**src/rtl/instr_fetch_unit.sv**
```systemverilog
// rtl/instr_fetch_unit.sv - fetch-stage controller between a variable-latency imem and InstrF
//
// Issues one instruction-memory request per fetch PC, holds the returned word
// and presents it on InstrF. FetchStall is raised while no word is held.
// Responses for requests that turned out to be on the wrong path (a taken
// branch/jump seen in Execute while the request was in flight) are dropped.
//
// Ports:
//   clk, reset          rising-edge clock, asynchronous active-high reset
//   PCF                 current fetch PC
//   StallF, PCSrcE      final fetch stall / taken redirect from Execute
//   imem_req_valid      request strobe (only while no request is outstanding)
//   imem_req_addr       request address (follows PCF combinationally)
//   imem_req_ready      memory accepts the request this cycle
//   imem_resp_valid     one-cycle response pulse, imem_resp_data carries the word
//   InstrF              held word, or NOP_INSTR while nothing valid is held
//   FetchStall          no valid word held (state-only, no path from StallF)
//   fetch_stall_cycles  saturating count of cycles with FetchStall=1
module instr_fetch_unit #(
  parameter int unsigned      XLEN      = 32,
  parameter logic [XLEN-1:0]  NOP_INSTR = 32'h00000013,
  parameter int unsigned      CNT_W     = 32
) (
  input  logic             clk,
  input  logic             reset,
  input  logic [XLEN-1:0]  PCF,
  input  logic             StallF,
  input  logic             PCSrcE,
  output logic             imem_req_valid,
  output logic [XLEN-1:0]  imem_req_addr,
  input  logic             imem_req_ready,
  input  logic             imem_resp_valid,
  input  logic [XLEN-1:0]  imem_resp_data,
  output logic [XLEN-1:0]  InstrF,
  output logic             FetchStall,
  output logic [CNT_W-1:0] fetch_stall_cycles
);

  typedef enum logic [1:0] {
    ST_IDLE  = 2'd0,
    ST_WAIT  = 2'd1,
    ST_VALID = 2'd2
  } state_t;

  localparam logic [CNT_W-1:0] CNT_ONE = CNT_W'(1);
  localparam logic [CNT_W-1:0] CNT_MAX = '1;

  state_t            state_q, state_d;
  logic              kill_q, kill_d;
  logic [XLEN-1:0]   instr_q, instr_d;
  logic [CNT_W-1:0]  cnt_q, cnt_d;
  logic              kill_eff;

  // A redirect in the same cycle as the response also makes it wrong-path.
  assign kill_eff = kill_q | PCSrcE;

  always_comb begin
    state_d = state_q;
    kill_d  = kill_q;
    instr_d = instr_q;
    unique case (state_q)
      ST_IDLE: begin
        if (imem_req_ready) begin
          state_d = ST_WAIT;
          // Accepted while redirecting: the PC presented was the wrong path.
          kill_d  = PCSrcE;
        end
      end
      ST_WAIT: begin
        kill_d = kill_eff;
        if (imem_resp_valid) begin
          if (kill_eff) begin
            kill_d  = 1'b0;
            state_d = ST_IDLE;
          end else begin
            instr_d = imem_resp_data;
            state_d = ST_VALID;
          end
        end
      end
      ST_VALID: begin
        if (!StallF || PCSrcE) begin
          state_d = ST_IDLE;
        end
      end
      default: begin
        state_d = ST_IDLE;
        kill_d  = 1'b0;
      end
    endcase
  end

  always_comb begin
    cnt_d = cnt_q;
    if (FetchStall && (cnt_q != CNT_MAX)) begin
      cnt_d = cnt_q + CNT_ONE;
    end
  end

  always_ff @(posedge clk or posedge reset) begin
    if (reset) begin
      state_q <= ST_IDLE;
      kill_q  <= 1'b0;
      instr_q <= NOP_INSTR;
      cnt_q   <= '0;
    end else begin
      state_q <= state_d;
      kill_q  <= kill_d;
      instr_q <= instr_d;
      cnt_q   <= cnt_d;
    end
  end

  assign imem_req_valid     = (state_q == ST_IDLE);
  assign imem_req_addr      = PCF;
  assign FetchStall         = (state_q != ST_VALID);
  assign InstrF             = (state_q == ST_VALID) ? instr_q : NOP_INSTR;
  assign fetch_stall_cycles = cnt_q;

endmodule

```
**config.mk**
```make
export PLATFORM = sky130hd
export DESIGN_NAME = instr_fetch_unit
export DESIGN_NICKNAME = d
export VERILOG_FILES = /design/src/rtl/instr_fetch_unit.sv
export SDC_FILE = /design/constraint.sdc
export NUM_CORES = 1
export LEC_CHECK = 0
export CORE_MARGIN = 2
export CORE_UTILIZATION = 40
export CTS_CLUSTER_DIAMETER = 200
export DETAILED_ROUTE_END_ITERATION = 12
export GPL_ROUTABILITY_DRIVEN = 0
export PLACE_DENSITY = 0.81
export SYNTH_ARGS = -nofsm -noshare
export SYNTH_HDL_FRONTEND = slang
export SYNTH_SLANG_ARGS = --single-unit
```
**constraint.sdc**
```tcl
create_clock -name clk -period 7.3 [get_ports clk]
set_input_delay 2.19 -clock clk [delete_from_list [all_inputs] [get_ports clk]]
set_output_delay 2.19 -clock clk [all_outputs]
set_load 0.02 [all_outputs]
```
==> key figures <==
Critical path
  • Crit path max fanout: 36
  • R2r worst-path depth: 6
  • CP peak stage delay: 0.89 ns
  • Reg-to-reg slack, setup: 4.75 ns
  • R2R Path Start: state_q[0]
  • Worst r2r dst: fetch_stall_cycles[8]
  • Arr. time, crit path: 2.56 ns
  • CP required: 5.11 ns
  • Crit path launch type: flop
  • Crit path max-delay cell type: nor2b_2
  • WS Path Type: flop to primary output
  • Crit. End Element: primary output
  • Crit path cell chain: nor2b_2 > and2_1 > clkdlybuf4s50_1

Logic synthesis
  • Synthesized Nets: 363
  • Ys Warns: 0
  • Ys flop type: dfrtp_1
  • Register area share after synthesis: 0.5036
  • Mapped Area: 3337 µm²
  • Average size of a mapped cell: 11.43 µm²
  • Cell variety after synth: 39
  • Flops & latches, synth: 67
  • Async set-reset flop share out of synthesis: 1.000
  • Gate count after technology mapping: 292
  • Post-synth EDFFs: 0

Global route
  • Global route overflow: 0
  • First-pass GRT wire length: 11340 µm
  • Initial antenna violation count: 0
  • GRT Overall Usage: 0.1635
  • Largest net degree at the start of global routing: 68
  • Vias in the first global route: 2305

STA
  • Final setup fails: 0
  • RSZ-0062 raised after global routing: false
  • Tcrit/Tclk final: 0.6503
  • Relative slew slack: 0.2566
  • Worst slew pin tran: 1.110 ns
  • WHS: 0.4944 ns
  • TNS Setup: 0 ns
  • Period minus WS final: 4.747 ns
  • Worst Clk Skew: 0.01045 ns
  • Highest clock rate: 0.2106 GHz
  • Hold Fails Final Rpt: 0
  • Slew Viols, Final: 0

Worst hold path
  • Hold EP: instr_q[22]
  • Worst min path class: flop to flop
  • Min-delay src: instr_q[22]
  • Hold depth: 1

Detailed routing
  • Via-per-instance ratio: 4.977
  • Final ANT Viol Nets: 0
  • Drt drc: 0
  • WL/cell: 14.90 µm
  • First drt pass iteration count: 4
  • Iteration-0 DRC count of the detailed router: 56
  • Detailed Route WL: 7109 µm
  • Via count: 2374

Clocking
  • CTS root buffer: clkbuf_8
  • CTS tree: done
  • Post-cts sizing count: 0
  • Setup bufs post-CTS: 0
  • H-tree levels: 3
  • Clock Latency Late Sink: 0.34 ns
  • Clock-pin slew on the worst setup and hold paths: 0.06 ns
  • CTS Buf Count: 9
  • CTS Buffer Depth: 2
  • # hold bufs at CTS: 0
  • Clock tree sinks: 67

Placed design
  • DP HPWL: 4992 µm
  • I/O Buffers: 103

Layout
  • # fillers: 698
  • Multi-input gate area: 1368 µm²
  • Register area: 1680 µm²
  • P&R area growth vs syn: 33.00%
  • Diodes inserted: 0
  • Layout Nets: 438
  • Share of cells above drive strength 1: 0.1586

Pwr
  • Power share of the combinational group: 0.269
  • Int Pwr: 0.0008524 W
  • P_leak: 1.896 nW
  • Power density over the cells: 269.3 nW/µm²
  • Clock share of power: 0.258
  • Max IR drop VDD: 146.7 µV
  • Net switching power figure: 0.0003426 W
  • Flop pwr share: 0.473
  • Switching Fraction: 0.2867

Job
  • Max Cap Viol: 0

Status
  • Status: finished, final reports clean

Floorplan
  • Die area: 9089 µm²
  • Die width: 95.34 µm
  • Core outline area: 8134 µm²
  • Height of the die: 95.34 µm
  • Initial Util: 0.4102
  • I/O Pins: 168
  • Row cnt: 33
[power groups by stage]
stage               registers, W  clock network (W)  logic [W]
floorplan               0.000577                  0   0.000206
global route            0.000582           0.000335   0.000349
detailed placement      0.000573                  0   0.000325
CTS                     0.000566           0.000317   0.000326
global placement        0.000564                  0   0.000317
finish                  0.000565           0.000309   0.000321
[critical path: cells and delay by family (launching register included)]
kind | cells | cell delay (ns)
AND/OR/NAND/NOR | 2 | 1.14
flip-flops | 1 | 0.45
buffers and inverters | 1 | 0.63
[how the worst max path moves through the flow]
| stage | depth (start not counted) | from | end |
|---|---|---|---|
| after floorplan | 1 | PCF[0] | imem_req_addr[0] |
| after global placement | 3 | state_q[0] | InstrF[7] |
| after detailed placement | 3 | state_q[0] | InstrF[12] |
| after CTS | 3 | state_q[0] | InstrF[12] |
| after global routing | 3 | state_q[1] | InstrF[12] |
| final | 3 | state_q[0] | InstrF[12] |
[placed cells by master (no fill, tap or decap), types with 2 or more instances in the layout]
cell / n
nor3_1: 3
dfrtp_1: 64
nand2_1: 15
and3_1: 7
a31oi_1: 2
clkbuf_8: 11
buf_4: 2
dfstp_2: 3
and4_1: 3
nand3b_1: 3
nand4_1: 13
nand2b_1: 6
clkbuf_1: 3
mux2_2: 32
nand3_1: 9
xor2_1: 10
nor2_1: 7
a21oi_1: 3
inv_1: 3
and2_1: 30
xnor2_1: 20
clkdlybuf4s50_1: 103
[Yosys cell counts, types with 4 or more instances]
| master | n | area [µm²] |
|---|---|---|
| nand3_1 | 9 | 45.04 |
| xor2_1 | 10 | 87.58 |
| nor2_1 | 7 | 26.28 |
| and2_1 | 30 | 187.7 |
| nand4_1 | 13 | 81.33 |
| nand2b_1 | 6 | 37.54 |
| xnor2_1 | 20 | 175.2 |
| dfrtp_1 | 64 | 1602 |
| mux2_2 | 32 | 360.4 |
| buf_4 | 32 | 240.2 |
| inv_1 | 4 | 15.01 |
| clkbuf_1 | 7 | 26.28 |
| nand2_1 | 15 | 56.30 |
| and3_1 | 7 | 43.79 |
[final cells by class]
cell class                      count  area share
Sequential cell                    67      0.3786
Multi-Input combinational cell    180      0.3081
Timing Repair Buffer              105      0.2357
Clock buffer                       14     0.03665
Tap cell                          105     0.02960
Clock inverter                      2    0.007894
Inverter                            4    0.003383
[metrics by stage]
stage	cells	utilization	total power, W	instance area, µm²	setup slack (ns)
detailed placement	461	0.5213	0.0008976	4240	2.853
floorplan	292	-	0.0007823	3337	2.786
CTS	477	0.5456	0.001209	4438	2.485
finish	477	0.5456	0.001195	4438	2.553
global placement	461	0.5213	0.0008810	4240	2.912
global route	477	0.5456	0.001267	4438	2.306
[registers in the layout (all words and copies together) (netlist names)]
name,count
fetch_stall_cycles,32
instr_q,32
state_q,2
kill_q,1
[logic make-up (layout without fill, tap and decap cells)]
kind of cell,count (synthesis),in the layout,synth area share
AND/OR/NAND/NOR,107,107,0.1965
flip-flops,67,67,0.5036
buffers and inverters,45,125,0.08736
multiplexers,32,32,0.1080
XOR/XNOR,30,30,0.07874
AO/OA/AOI/OAI,10,10,0.02212
adder cells (fa/ha/maj),1,1,0.003749
[per-layer routing]
metal	vias to the layer above	wire length (µm)	global-route usage
met2	87	3397	0.2664
met4	0	105	0.06643
met1	1150	3093	0.2018
li1	1116	-	-
met5	-	0	0
met3	21	513	0.05059
Power figures use the tool's default switching activity.
